[src/rtl/mem_port_arb_pkg.sv]
// rtl/mem_port_arb_pkg.sv - shared constants and strobe helper for mem_port_arb
//
// Purpose: state encoding, requester count, phase counter width and the
// per-state memory strobe table used by the arbiter top.
// Ports: none (package).
package mem_port_arb_pkg;

  localparam int NUM_REQ = 2;
  localparam int CNT_W   = 4;

  localparam logic [2:0] ST_IDLE    = 3'd0;
  localparam logic [2:0] ST_SETUP   = 3'd1;
  localparam logic [2:0] ST_STROBE1 = 3'd2;
  localparam logic [2:0] ST_GAP     = 3'd3;
  localparam logic [2:0] ST_STROBE2 = 3'd4;
  localparam logic [2:0] ST_TAIL    = 3'd5;

  typedef struct packed {
    logic ce;
    logic csb;
    logic web;
    logic oeb;
  } strobe_t;

  localparam strobe_t STRB_IDLE = '{ce: 1'b0, csb: 1'b1, web: 1'b1, oeb: 1'b1};

  // Strobe levels to present while in state st for an access of direction we.
  function automatic strobe_t phase_strobes(input logic [2:0] st, input logic we);
    strobe_t s;
    s = STRB_IDLE;
    case (st)
      ST_SETUP:   s = '{ce: 1'b0, csb: 1'b0, web: ~we,  oeb: we};
      ST_STROBE1: s = '{ce: 1'b1, csb: 1'b0, web: ~we,  oeb: we};
      ST_GAP:     s = '{ce: 1'b0, csb: 1'b1, web: 1'b1, oeb: we};
      ST_STROBE2: s = '{ce: 1'b1, csb: 1'b1, web: 1'b1, oeb: 1'b1};
      default:    s = STRB_IDLE;
    endcase
    return s;
  endfunction

endpackage

[src/rtl/mem_port_arb_rr_arb2.sv]
// rtl/mem_port_arb_rr_arb2.sv - two-way round-robin pick
//
// Purpose: chooses one of two requesters; on a tie the requester favoured by
// the pointer wins, and the pointer moves to the other requester when take=1.
// Ports: clk, rst (async high); req[1:0] requests; take = grant issued this
// edge; winner = chosen index; any = at least one request present.
module rr_arb2
  import mem_port_arb_pkg::*;
(
  input  logic               clk,
  input  logic               rst,
  input  logic [NUM_REQ-1:0] req,
  input  logic               take,
  output logic               winner,
  output logic               any
);

  // Requester favoured on a tie; it is the one not served last.
  logic pref;

  assign any = |req;

  always_comb begin
    winner = req[1];
    if (req == 2'b11) begin
      winner = pref;
    end
  end

  always_ff @(posedge clk or posedge rst) begin
    if (rst) begin
      pref <= 1'b0;
    end else if (take) begin
      pref <= ~winner;
    end
  end

endmodule

[src/rtl/mem_port_arb.sv]
// rtl/mem_port_arb.sv - two-port arbiter driving a strobed memory controller
//
// Purpose: grants one of two requesters, then sequences SETUP, STROBE1, GAP,
// STROBE2 and TAIL (each strobe phase STRB_CYC cycles) and pulses ACK.
// Ports: clk, rst (async high); req/we/addr/wdata per requester; gnt/ack per
// requester; rdata; bist_busy blocks new grants; busy; m_* memory side.
module mem_port_arb
  import mem_port_arb_pkg::*;
#(
  parameter int STRB_CYC = 1
) (
  input  logic        clk,
  input  logic        rst,
  input  logic        req0,
  input  logic        req1,
  input  logic        we0,
  input  logic        we1,
  input  logic [15:0] addr0,
  input  logic [15:0] addr1,
  input  logic [7:0]  wdata0,
  input  logic [7:0]  wdata1,
  output logic        gnt0,
  output logic        gnt1,
  output logic        ack0,
  output logic        ack1,
  output logic [7:0]  rdata,
  input  logic        bist_busy,
  output logic        busy,
  output logic        m_ce,
  output logic        m_csb,
  output logic        m_web,
  output logic        m_oeb,
  output logic [15:0] m_addr,
  output logic [7:0]  m_idata,
  input  logic [7:0]  m_odata
);

  localparam logic [CNT_W-1:0] LOAD = CNT_W'(STRB_CYC - 1);

  logic [2:0]       state, nstate;
  logic [CNT_W-1:0] cnt, ncnt;
  logic             grant, win, win_any;
  logic             owner, lat_we;
  logic             nowner, nwe, ack_n;
  strobe_t          strb;

  rr_arb2 u_arb (
    .clk    (clk),
    .rst    (rst),
    .req    ({req1, req0}),
    .take   (grant),
    .winner (win),
    .any    (win_any)
  );

  assign grant = (state == ST_IDLE) && !bist_busy && win_any;

  // Each phase reloads the counter on entry and leaves when it reaches zero.
  always_comb begin
    nstate = state;
    ncnt   = cnt;
    case (state)
      ST_IDLE: begin
        if (grant) begin
          nstate = ST_SETUP;
          ncnt   = '0;
        end
      end
      ST_SETUP: begin
        nstate = ST_STROBE1;
        ncnt   = LOAD;
      end
      ST_STROBE1, ST_GAP, ST_STROBE2: begin
        if (cnt == '0) begin
          nstate = state + 3'd1;
          ncnt   = LOAD;
        end else begin
          ncnt = cnt - 1'b1;
        end
      end
      ST_TAIL: begin
        if (cnt == '0) begin
          nstate = ST_IDLE;
          ncnt   = '0;
        end else begin
          ncnt = cnt - 1'b1;
        end
      end
      default: begin
        nstate = ST_IDLE;
        ncnt   = '0;
      end
    endcase
  end

  // Outputs are registered from the next state so they line up with it.
  assign nowner = grant ? win : owner;
  assign nwe    = grant ? (win ? we1 : we0) : lat_we;
  assign ack_n  = (nstate == ST_TAIL) && (ncnt == '0);

  always_ff @(posedge clk or posedge rst) begin
    if (rst) begin
      state   <= ST_IDLE;
      cnt     <= '0;
      owner   <= 1'b0;
      lat_we  <= 1'b0;
      m_addr  <= '0;
      m_idata <= '0;
      strb    <= STRB_IDLE;
      gnt0    <= 1'b0;
      gnt1    <= 1'b0;
      ack0    <= 1'b0;
      ack1    <= 1'b0;
      rdata   <= '0;
      busy    <= 1'b0;
    end else begin
      state <= nstate;
      cnt   <= ncnt;
      if (grant) begin
        owner   <= win;
        lat_we  <= win ? we1 : we0;
        m_addr  <= win ? addr1 : addr0;
        m_idata <= win ? wdata1 : wdata0;
      end
      strb <= phase_strobes(nstate, nwe);
      gnt0 <= (nstate != ST_IDLE) && !nowner;
      gnt1 <= (nstate != ST_IDLE) && nowner;
      ack0 <= ack_n && !nowner;
      ack1 <= ack_n && nowner;
      busy <= nstate != ST_IDLE;
      if ((state == ST_GAP) && (cnt == '0) && !lat_we) begin
        rdata <= m_odata;
      end
    end
  end

  assign m_ce  = strb.ce;
  assign m_csb = strb.csb;
  assign m_web = strb.web;
  assign m_oeb = strb.oeb;

endmodule

[config.mk]
export PLATFORM = sky130hd
export DESIGN_NAME = mem_port_arb
export DESIGN_NICKNAME = d
export VERILOG_FILES = /design/src/rtl/mem_port_arb_pkg.sv /design/src/rtl/mem_port_arb_rr_arb2.sv /design/src/rtl/mem_port_arb.sv
export SDC_FILE = /design/constraint.sdc
export NUM_CORES = 1
export LEC_CHECK = 0
export ABC_AREA = 1
export CORE_MARGIN = 2
export CORE_UTILIZATION = 39
export DETAILED_ROUTE_END_ITERATION = 7
export PLACE_DENSITY_LB_ADDON = 0.25
export SLEW_MARGIN = 30
export SYNTH_ARGS = -nofsm -noshare
export SYNTH_HDL_FRONTEND = slang
export SYNTH_SLANG_ARGS = --single-unit
[constraint.sdc]
create_clock -name clk -period 1.5 [get_ports clk]
set_input_delay 0.225 -clock clk [delete_from_list [all_inputs] [get_ports clk]]
set_output_delay 0.225 -clock clk [all_outputs]
set_load 0.01 [all_outputs]
==> metrics.csv, run 1 <==
stage,metric,value,unit
finish,final_common_cell,clkdlybuf4s50_1,
placed_design,gp_congestion,0.7827,
critical_path,path_class,reg2reg,
floorplanning,io_pins,104,
detailed_routing,drc,0,
sta,slew_headroom,78.98,%
clock_network,htreeDepth,2,
critical_path,regToRegEndpoint,gnt0$_DFF_PP0_,
detailed_routing,wl_per_cell,15.67,microns
job,maxCapViolCount,0,
synth,synth_compound_area_share,2.555,%
critical_path,rr_startpoint,state[1]$_DFF_PP0_,
synth,seq_area_frac_synth,51.25,%
sta,fin_crit,1.699,ns
critical_path,cp-endpoint,gnt0$_DFF_PP0_,
critical_path,slowest_delay,0.43,ns
floorplanning,die_w,84.02,microns
sta,fin_skew,0.01685,ns
sta,tns,-4.035,ns
floorplanning,die_h,84.02,microns
detailed_routing,drtIter0Drc,161,
clock_network,clk_pin_slew,0.11,ns
synth,syn_avg_cell_area,8.612,sq um
critical_path,slowest_stage,dfrtp_1,
critical_path,rrSetupSlack,-0.20,ns
sta,hold_slack,0.2069,ns
finish,diodes,0,
power,power_per_cell_area,1955,nW/um^2
clock_network,cts.path.max_buffers,2,
clock_network,insertion_delay,0.32,ns
critical_path,critPathArrivalTime,1.94,ns
critical_path,cp-startpoint,state[1]$_DFF_PP0_,
clock_network,cts_hold_buf,0,
synth,ys.warnings.count,0,
placed_design,placed_area,3890,sq um
critical_path,crit_fanout,5,
clock_network,cts_tree,yes,
placed_design,port_buffers,103,
finish,layout_common_cells,"clkdlybuf4s50_1 (93), nand2_1 (84), dfrtp_1 (47)",
sta,finalSetupViolations,39,
clock_network,cts_made_buffers,5,
detailed_routing,viasPerCell,4.950,
detailed_routing,via_count,2564,
finish,postLayoutCellArea,4587,sq um
synth,ys_seq_elements,51,
critical_path,rr_worst_depth,12,
sta,slew_violations,0,
placed_design,hpwl,5.277,mm
sta,tightest_slew,0.3147,ns
power,p_leak,2.349,nW
critical_path,path_cells,inv_2 > ha_4 > inv_4 > nor2_4 > buf_6 > nand2_4 > nand2_1 > nand2_1 > nand2_2 > nand2_4 > buf_6 > a21oi_2,
synth,synth_simple_gate_area_share,31.36,%
grt,grt_max_degree,25,
sta,min_period_over_period,113.3,%
sta,fmax,588.4,MHz
placed_design,post-place-ws,-0.2857,ns
critical_path,critPathLaunchType,flip-flop,
power,ir_worst_vdd,1.061,mV
synth,synth_top_family_by_area,simple AND/OR/NAND/NOR gates,
floorplanning,die-area,7059,sq um
synth,synthCells,290,
floorplanning,core,6277,sq um
finish,final_nets,511,
detailed_routing,dr.pass1.iters,5,
synth,synth_xor_area_share,0,%
synth,ys_types,26,
critical_path,worst_setup_path_end_kind,flip-flop,
grt,track_usage,20.36,%
detailed_routing,routed_wirelength,8.118,mm
critical_path,crit_required,1.75,ns
clock_network,cts_num_sinks,51,
grt,antenna_found_initial,0,
sta,finalHoldViolCount,0,
synth,muxShareOfSynthArea,3.607,%
grt,first_global_vias,2457,
floorplanning,initial_core_util,39.78,%
status,outcome,finished with violations,
sta,setup_ws,-0.1995,ns
synth,synthesis.area,2497,sq um
power,p_total,0.008965,W
grt,grt_pass1_wl,11.45,mm
status,failed_checks,setup timing,
worst_hold_path,hp-class,in2async,
synth,synthAdderAreaFrac,4.008,%
synth,synth.net_count,361,
grt,grt.overflow.total,0,
sta,rsz0062_at_grt,true,
clock_network,cts-root-buf,clkbuf_8,
detailed_routing,drtAntennaViolNets,0,
finish,syn2layout_area_growth,83.67,%
floorplanning,placementRows,29,
finish,drive_gt1_share,36.28,%
cell families (layout without fill, tap and decap cells):
logic type,Yosys count,count (layout)
flip-flops,51,51
AO/OA/AOI/OAI,9,9
multiplexers,8,8
AND/OR/NAND/NOR,171,171
adder cells (fa/ha/maj),8,8
buffers and inverters,43,194
metal layers:
| metal | vias to the layer above | wire length (microns) | global-route usage (%) |
|---|---|---|---|
| met5 | - | 0 | 0 |
| met4 | 0 | 238 | 7.038 |
| met3 | 23 | 468 | 4.550 |
| met2 | 96 | 4123 | 34.56 |
| met1 | 1240 | 3288 | 25.49 |
| li1 | 1205 | - | - |
power by group:
part | switching (W) | total, W | leakage, nW | internal [W]
Clock | 0.000501 | 0.00100 | 0.0548 | 0.000503
Combinational | 0.00276 | 0.00559 | 1.67 | 0.00283
Sequential | 0.000350 | 0.00237 | 0.627 | 0.00202
Total | 0.00361 | 0.00897 | 2.35 | 0.00535
worst min path at each step:
stage / endpoint / slack, ns / depth (start not counted)
detailed placement: m_addr[5]$_DFFE_PP0P_ / 0.48 / 2
floorplan: ack0$_DFF_PP0_ / 0.27 / 1
global placement: m_idata[7]$_DFFE_PP0P_ / 0.48 / 2
global route: rdata[6]$_DFFE_PP0P_ / 0.22 / 2
finish: rdata[6]$_DFFE_PP0P_ / 0.21 / 2
CTS: rdata[6]$_DFFE_PP0P_ / 0.22 / 2
state kept, by name (all words and copies together) (netlist names), 3 cells and up:
name and cells:
cnt 4, m_addr 16, m_idata 8, rdata 8
state 3
final cells by class:
class | count | area [sq um]
Fill cell | 422 | 1690
Timing Repair Buffer | 150 | 1541
Multi-Input combinational cell | 196 | 1409
Sequential cell | 51 | 1281
Inverter | 36 | 143.9
Tap cell | 77 | 96.34
Clock buffer | 5 | 68.82
Clock inverter | 3 | 46.29
timing repair:
action,in CTS,in global routing
endpoints found under the setup margin,50,54
setup buffers,2,10
endpoints found under the hold margin,0,0
gates resized for setup,28,85
pin swaps,11,22
gates cloned,0,3
critical path: cells and delay by family, from the launching register on:
kind            cells  cell delay (ns)
simple gates        6             0.53
flops               1             0.43
buf+inv             4             0.39
fa+ha+maj           1             0.15
compound gates      1             0.11
Yosys cell counts:
cell type	instances	share of area (%)
clkinv_1	1	0.15
o21ai_2	1	0.35
o21ai_0	1	0.20
nor2_2	5	1.3
ha_1	8	4.0
o21ai_1	1	0.20
buf_6	1	0.45
inv_2	5	0.75
nand3b_2	1	0.45
nand3_2	3	1.2
nand2_1	105	16
a21oi_2	4	1.4
nor2_1	6	0.90
a21oi_1	2	0.40
dfrtp_1	48	48
nor2_4	2	0.90
nand3b_1	1	0.30
nand2_2	7	1.8
clkbuf_1	1	0.15
nor2_8	1	0.80
buf_2	3	0.60
mux2_2	8	3.6
inv_1	30	4.5
nand3_1	40	8.0
dfstp_2	3	3.2
buf_4	2	0.60
stage by stage:
step / util (%) / std cells
after global routing: 73.07 / 518
final: 73.07 / 518
after floorplan: - / 290
after global placement: 61.97 / 495
after detailed placement: 61.97 / 495
after CTS: 65.66 / 505
Power figures use the tool's default switching activity.
==> run 2, diff against run 1 <==
--- a/config.mk
+++ b/config.mk
@@ -6,6 +6,7 @@
 export NUM_CORES = 1
 export LEC_CHECK = 0
 export ABC_AREA = 1
+export CAP_MARGIN = 25
 export CORE_MARGIN = 2
 export CORE_UTILIZATION = 39
 export DETAILED_ROUTE_END_ITERATION = 7
@@ -13,4 +14,5 @@
 export SLEW_MARGIN = 30
 export SYNTH_ARGS = -nofsm -noshare
 export SYNTH_HDL_FRONTEND = slang
+export SYNTH_HIERARCHICAL = 1
 export SYNTH_SLANG_ARGS = --single-unit
==> metrics.csv, run 2 <==
stage,metric,value,unit,change
clock_network,cts-root-buf,clkbuf_8,,
sta,slew_headroom,81.42,%,+2.4 points
sta,rsz0062_at_grt,true,,
status,outcome,finished with violations,,
grt,first_global_vias,2497,,+1.6%
synth,ys_seq_elements,51,,unchanged
power,p_leak,2.156,nW,-8.2%
floorplanning,die_h,84.16,microns,+0.17%
floorplanning,io_pins,104,,unchanged
worst_hold_path,hp-class,in2async,,
finish,syn2layout_area_growth,85.27,%,
floorplanning,placementRows,29,,unchanged
synth,synth_edf_count,0,,unchanged
finish,regMostFlops,m_addr,,
grt,grt_max_degree,39,,+56%
power,power_per_cell_area,1875,nW/um^2,-4.1%
synth,synthesis.area,2506,sq um,+0.35%
job,maxCapViolCount,0,,unchanged
critical_path,crit_family,simple AND/OR/NAND/NOR gates,,
status,failed_checks,setup timing,,
critical_path,slowest_stage,dfrtp_2,,
grt,track_usage,19.49,%,-0.87 points
sta,setup_ws,-0.2637,ns,-0.06425 ns
grt,grt_pass1_wl,11.14,mm,-2.7%
clock_network,cts_made_buffers,5,,unchanged
synth,ys.flop_type,dfrtp_1,,
synth,synth_top_area_cell,dfrtp_1,,
finish,postLayoutCellArea,4643,sq um,+1.2%
critical_path,crit_fanout,4,,-1
sta,min_period_over_period,117.6,%,+4.3 points
synth,seq_area_frac_synth,51.07,%,-0.18 points
finish,final_nets,516,,+0.98%
synth,syn_avg_cell_area,8.467,sq um,-1.7%
sta,fmax,567.0,MHz,-3.6%
clock_network,cts_tree,yes,,
critical_path,worst_setup_path_end_kind,flip-flop,,
grt,grt.overflow.total,0,,unchanged
synth,ys.warnings.count,6,,+6
power,ir_worst_vdd,1.112,mV,+4.8%
placed_design,post-place-ws,-0.3460,ns,-0.06030 ns
detailed_routing,routed_wirelength,8.016,mm,-1.3%
detailed_routing,viasPerCell,4.912,,-0.76%
clock_network,clk_pin_slew,0.09,ns,-0.02 ns
critical_path,path_class,reg2reg,,
finish,final_common_cell,clkdlybuf4s50_1,,
critical_path,critical_path_buf_inv_count,2,,-2
finish,diodes,0,,unchanged
placed_design,hpwl,4.814,mm,-8.8%
finish,reg_top3,"m_addr: 16 flops, m_idata: 8 flops, rdata: 8 flops",,
clock_network,insertion_delay,0.30,ns,-0.02 ns
floorplanning,die-area,7083,sq um,+0.33%
sta,finalSetupViolations,46,,+18%
clock_network,htreeDepth,2,,unchanged
finish,drive_gt1_share,36.32,%,+0.042 points
synth,synthCells,296,,+2.1%
sta,slew_violations,0,,unchanged
synth,ys_types,28,,+7.7%
clock_network,cts.path.max_buffers,2,,unchanged
synth,synth.net_count,367,,+1.7%
sta,hold_slack,0.1080,ns,-0.09891 ns
sta,fin_crit,1.764,ns,+0.06425 ns
critical_path,path_cells,ha_4 > ha_4 > nand3_2 > nand2_1 > nand2_1 > nand2_2 > inv_2 > nor2_4 > buf_4 > a21oi_2,,
clock_network,cts_num_sinks,51,,unchanged
sta,finalHoldViolCount,0,,unchanged
synth,synth_most_common_cell,nand2_1,,
finish,layout_common_cells,"clkdlybuf4s50_1 (87), nand2_1 (77), dfrtp_1 (47)",,
finish,fin_util,73.97,%,+0.90 points
finish,largest_reg_flops,16,,unchanged
floorplanning,core,6277,sq um,unchanged
placed_design,gp_congestion,0.9131,,+17%
critical_path,slowest_delay,0.47,ns,+0.04 ns
grt,antenna_found_initial,0,,unchanged
detailed_routing,via_count,2569,,+0.20%
synth,synth_top_area_share,47.93,%,-0.17 points
synth,netlist_top_cells_area,"dfrtp_1 (48%), nand2_1 (14%), a31oi_1 (6.0%)",,
detailed_routing,wl_per_cell,15.33,microns,-2.2%
detailed_routing,drtAntennaViolNets,0,,unchanged
detailed_routing,drtIter0Drc,115,,-29%
critical_path,critPathLaunchType,flip-flop,,
sta,tightest_slew,0.2777,ns,-0.03704 ns
critical_path,critPathArrivalTime,1.96,ns,+0.02 ns
detailed_routing,drc,0,,unchanged
detailed_routing,dr.pass1.iters,4,,-1
placed_design,placed_area,3874,sq um,-0.42%
synth,netlist_top_cells_count,"nand2_1 (91), dfrtp_1 (48), nor2_1 (35), inv_1 (29), a31oi_1 (24)",,
critical_path,crit_required,1.70,ns,-0.05 ns
floorplanning,die_w,84.16,microns,+0.17%
synth,async_flop_share,100.0,%,unchanged
floorplanning,initial_core_util,39.92,%,+0.14 points
sta,fin_skew,0.007490,ns,-0.009364 ns
placed_design,port_buffers,103,,unchanged
## run 2: changes by cell type in the layout (fill, tap and decap cells not counted), moves of 3 or more
cell	before	now
a31oi_1	0	24
clkdlybuf4s50_1	93	87
clkinv_2	0	3
dlymetal6s2s_1	7	13
ha_4	4	7
nand2_1	84	77
nand2_2	10	15
nand2_4	18	7
nand3_1	21	5
nand3_2	19	4
nor2_1	3	6
nor2_2	7	15
nor2_4	3	19
## run 2: metrics by stage
| stage | power [W] | cells | setup TNS, ns |
|---|---|---|---|
| finish | 0.008706 | 523 | -6.020 |
| global route | 0.009253 | 523 | -9.225 |
| CTS | 0.007635 | 512 | -3.425 |
| detailed placement | 0.006327 | 496 | -10.34 |
| global placement | 0.006216 | 496 | -8.674 |
| floorplan | 0.004450 | 296 | -0.5298 |
## run 2: power by group
part           leakage, nW  switching, W  internal (W)
registers            0.595      0.000429       0.00203
clock network       0.0477      0.000441      0.000320
logic                 1.51       0.00264       0.00285
## run 2: cells by family after synthesis
group	Yosys count	share of synthesized area, %
AO/OA/AOI/OAI	32	7.888
adder cells (fa/ha/maj)	8	3.994
AND/OR/NAND/NOR	154	26.61
flip-flops	51	51.07
buffers and inverters	43	6.839
multiplexers	8	3.595
## run 2: layout make-up
cell class	count	area, sq um
Sequential cell	51	1281
Fill cell	407	1634
Timing Repair inverter	1	16.27
Multi-Input combinational cell	202	1426
Clock buffer	5	68.82
Clock inverter	3	15.01
Tap cell	77	96.34
Timing Repair Buffer	151	1587
Inverter	33	152.6
## run 2: metal layers
| metal | GRT usage [%] | wire, microns |
|---|---|---|
| met4 | 6.745 | 151 |
| met1 | 22.36 | 3133 |
| met5 | 0 | 0 |
| met3 | 5.900 | 525 |
| met2 | 34.49 | 4204 |
## run 2: path summary, 6_finish.rpt
path,startpoint,to,slack [ns],cells after the start
max in group asynchronous,rst,m_web$_DFF_PP1_,0.94,3
hold / removal,rst,u_arb/pref$_DFFE_PP0P_,0.11,2
setup / recovery,state[1]$_DFF_PP0_,gnt0$_DFF_PP0_,-0.26,10
hold reg to reg,rdata[2]$_DFFE_PP0P_,rdata[2]$_DFFE_PP0P_,0.51,1
setup reg to reg,state[1]$_DFF_PP0_,gnt0$_DFF_PP0_,-0.26,10
min in group clk,addr1[7],m_addr[7]$_DFFE_PP0P_,0.48,3
## run 2: what timing repair did
item,4_1_cts,5_1_grt
pin swaps,21,24
gates resized for setup,52,85
gates cloned,0,7
hold buffers,0,0
setup buffers,8,7
setup endpoints to repair,49,49
==> run 3, diff against run 2 <==
--- a/config.mk
+++ b/config.mk
@@ -6,9 +6,8 @@
 export NUM_CORES = 1
 export LEC_CHECK = 0
 export ABC_AREA = 1
-export CAP_MARGIN = 25
 export CORE_MARGIN = 2
-export CORE_UTILIZATION = 39
+export CORE_UTILIZATION = 46
 export DETAILED_ROUTE_END_ITERATION = 7
 export PLACE_DENSITY_LB_ADDON = 0.25
 export SLEW_MARGIN = 30
==> constraint.sdc (replaced) <==
create_clock -name clk -period 2.1 [get_ports clk]
set_input_delay 0.315 -clock clk [delete_from_list [all_inputs] [get_ports clk]]
set_output_delay 0.315 -clock clk [all_outputs]
set_load 0.01 [all_outputs]
==> metrics.csv, run 3 (synthesis results as in run 2) <==
stage,metric,value,unit,change
grt,antenna_found_initial,0,,unchanged
clock_network,cts_resized,0,,-100%
floorplanning,die_w,77.81,microns,-7.5%
placed_design,gp_congestion,0.8503,,-6.9%
floorplanning,die_h,77.81,microns,-7.5%
finish,drive_gt1_share,11.44,%,-25 points
clock_network,htreeDepth,2,,unchanged
detailed_routing,drtIter0Drc,63,,-45%
floorplanning,placementRows,26,,-10%
finish,reg_top3,"m_addr: 16 flops, m_idata: 8 flops, rdata: 8 flops",,
sta,min_period_over_period,91.70,%,-26 points
detailed_routing,dr.pass1.iters,4,,unchanged
detailed_routing,wl_per_cell,12.07,microns,-21%
power,ir_worst_vdd,0.5541,mV,-50%
grt,grt.overflow.total,0,,unchanged
finish,diodes,0,,unchanged
grt,grt_pass1_wl,9.439,mm,-15%
clock_network,cts_num_sinks,51,,unchanged
detailed_routing,via_count,2256,,-12%
sta,rsz0062_at_grt,false,,
sta,tightest_slew,0.2660,ns,-0.01172 ns
sta,tns,0,ns,+6.020 ns
detailed_routing,routed_wirelength,5.695,mm,-29%
sta,slew_headroom,82.08,%,+0.66 points
placed_design,hpwl,4.471,mm,-7.1%
finish,final_common_cell,clkdlybuf4s50_1,,
critical_path,crit_required,2.34,ns,+0.64 ns
sta,finalSetupViolations,0,,-100%
clock_network,cts.path.max_buffers,2,,unchanged
critical_path,worst_setup_path_end_kind,flip-flop,,
clock_network,cts_hold_buf,0,,unchanged
sta,fmax,519.3,MHz,-8.4%
finish,final_nets,472,,-8.5%
clock_network,cts-root-buf,clkbuf_8,,
critical_path,path_class,reg2reg,,
critical_path,critPathLaunchType,flip-flop,,
power,power_per_cell_area,1309,nW/um^2,-30%
status,outcome,completed,,
power,p_leak,1.737,nW,-19%
clock_network,clk_pin_slew,0.10,ns,about the same
finish,layout_common_cells,"clkdlybuf4s50_1 (103), nand2_1 (91), dfrtp_1 (48)",,
sta,finalHoldViolCount,0,,unchanged
sta,fin_crit,1.926,ns,+0.1620 ns
finish,regMostFlops,m_addr,,
finish,fin_util,72.23,%,-1.7 points
floorplanning,io_pins,104,,unchanged
sta,fin_skew,0.01030,ns,+0.002809 ns
detailed_routing,viasPerCell,4.780,,-2.7%
sta,slew_violations,0,,unchanged
floorplanning,core,5172,sq um,-18%
critical_path,critPathArrivalTime,2.17,ns,+0.21 ns
clock_network,cts_tree,yes,,
floorplanning,die-area,6054,sq um,-15%
floorplanning,initial_core_util,48.45,%,+8.5 points
job,maxCapViolCount,0,,unchanged
finish,largest_reg_flops,16,,unchanged
clock_network,cts_made_buffers,5,,unchanged
grt,track_usage,19.74,%,+0.25 points
placed_design,port_buffers,103,,unchanged
detailed_routing,drtAntennaViolNets,0,,unchanged
grt,first_global_vias,2134,,-15%
worst_hold_path,hp-class,in2async,,
clock_network,insertion_delay,0.31,ns,about the same
grt,grt_max_degree,51,,+31%
finish,syn2layout_area_growth,49.08,%,
clock_network,post_cts_buffers,0,,-8
critical_path,crit_fanout,7,,+3
detailed_routing,drc,0,,unchanged
## run 3: worst paths after layout
path	cells past startpoint	start	endpoint	slack, ns
setup / recovery	13	cnt[0]$_DFF_PP0_	m_csb$_DFF_PP1_	0.17
hold / removal	2	rst	u_arb/pref$_DFFE_PP0P_	0.18
setup reg to reg	13	cnt[0]$_DFF_PP0_	m_csb$_DFF_PP1_	0.17
hold reg to reg	1	rdata[3]$_DFFE_PP0P_	rdata[3]$_DFFE_PP0P_	0.51
max in group asynchronous	3	rst	m_oeb$_DFF_PP1_	1.43
min in group clk	1	rdata[3]$_DFFE_PP0P_	rdata[3]$_DFFE_PP0P_	0.51
## run 3: metrics by stage
| step | setup slack, ns | total power, W | cells | hold WS, ns | instance area, sq um |
|---|---|---|---|---|---|
| 2_1_floorplan | 0.3392 | 0.003167 | 296 | 0.04371 | 2506 |
| 3_3_place_gp | 0.1772 | 0.004288 | 464 | 0.4853 | 3640 |
| 3_5_place_dp | 0.1262 | 0.004346 | 464 | 0.4929 | 3640 |
| 4_1_cts | 0.1737 | 0.004943 | 472 | 0.1708 | 3736 |
| 5_1_grt | 0.04703 | 0.005296 | 472 | 0.1631 | 3736 |
| 6_report | 0.1743 | 0.004892 | 472 | 0.1754 | 3736 |
## run 3: power breakdown
part / internal [W] / switching [W] / total [W] / leakage, nW
combinational: 0.00133 / 0.00129 / 0.00262 / 1.09
clock: 0.000245 / 0.000344 / 0.000589 / 0.0463
sequential: 0.00144 / 0.000242 / 0.00169 / 0.596
## run 3: routing by layer
layer	routed length (microns)	vias to the layer above	part of all wire, %	GRT usage (%)
met2	2836	78	50	34.66
met4	68	0	1.2	5.179
met3	484	9	8.5	7.442
met1	2306	1020	40	22.48
li1	-	1149	-	-
met5	0	-	0	0
## run 3: layout make-up
class                      count  area, sq um
tap                           70        87.58
timing repair buffer         108         1094
inverter                      33        123.9
multi-input combinational    202         1055
sequential                    51         1280
clock inverter                 3        27.53
clock buffer                   5        68.82
fill                         406         1436
## run 3: critical path: stages (launching register included)
cell     delay [ns]
dfrtp_1        0.39
inv_1          0.11
ha_1           0.29
nand2_4        0.11
ha_1           0.28
inv_1          0.03
nand2_1        0.07
nand2_1        0.06
nor2_2         0.12
nor2_4         0.06
nor2_4         0.15
nand2_2        0.07
nand2_2        0.07
inv_1          0.04
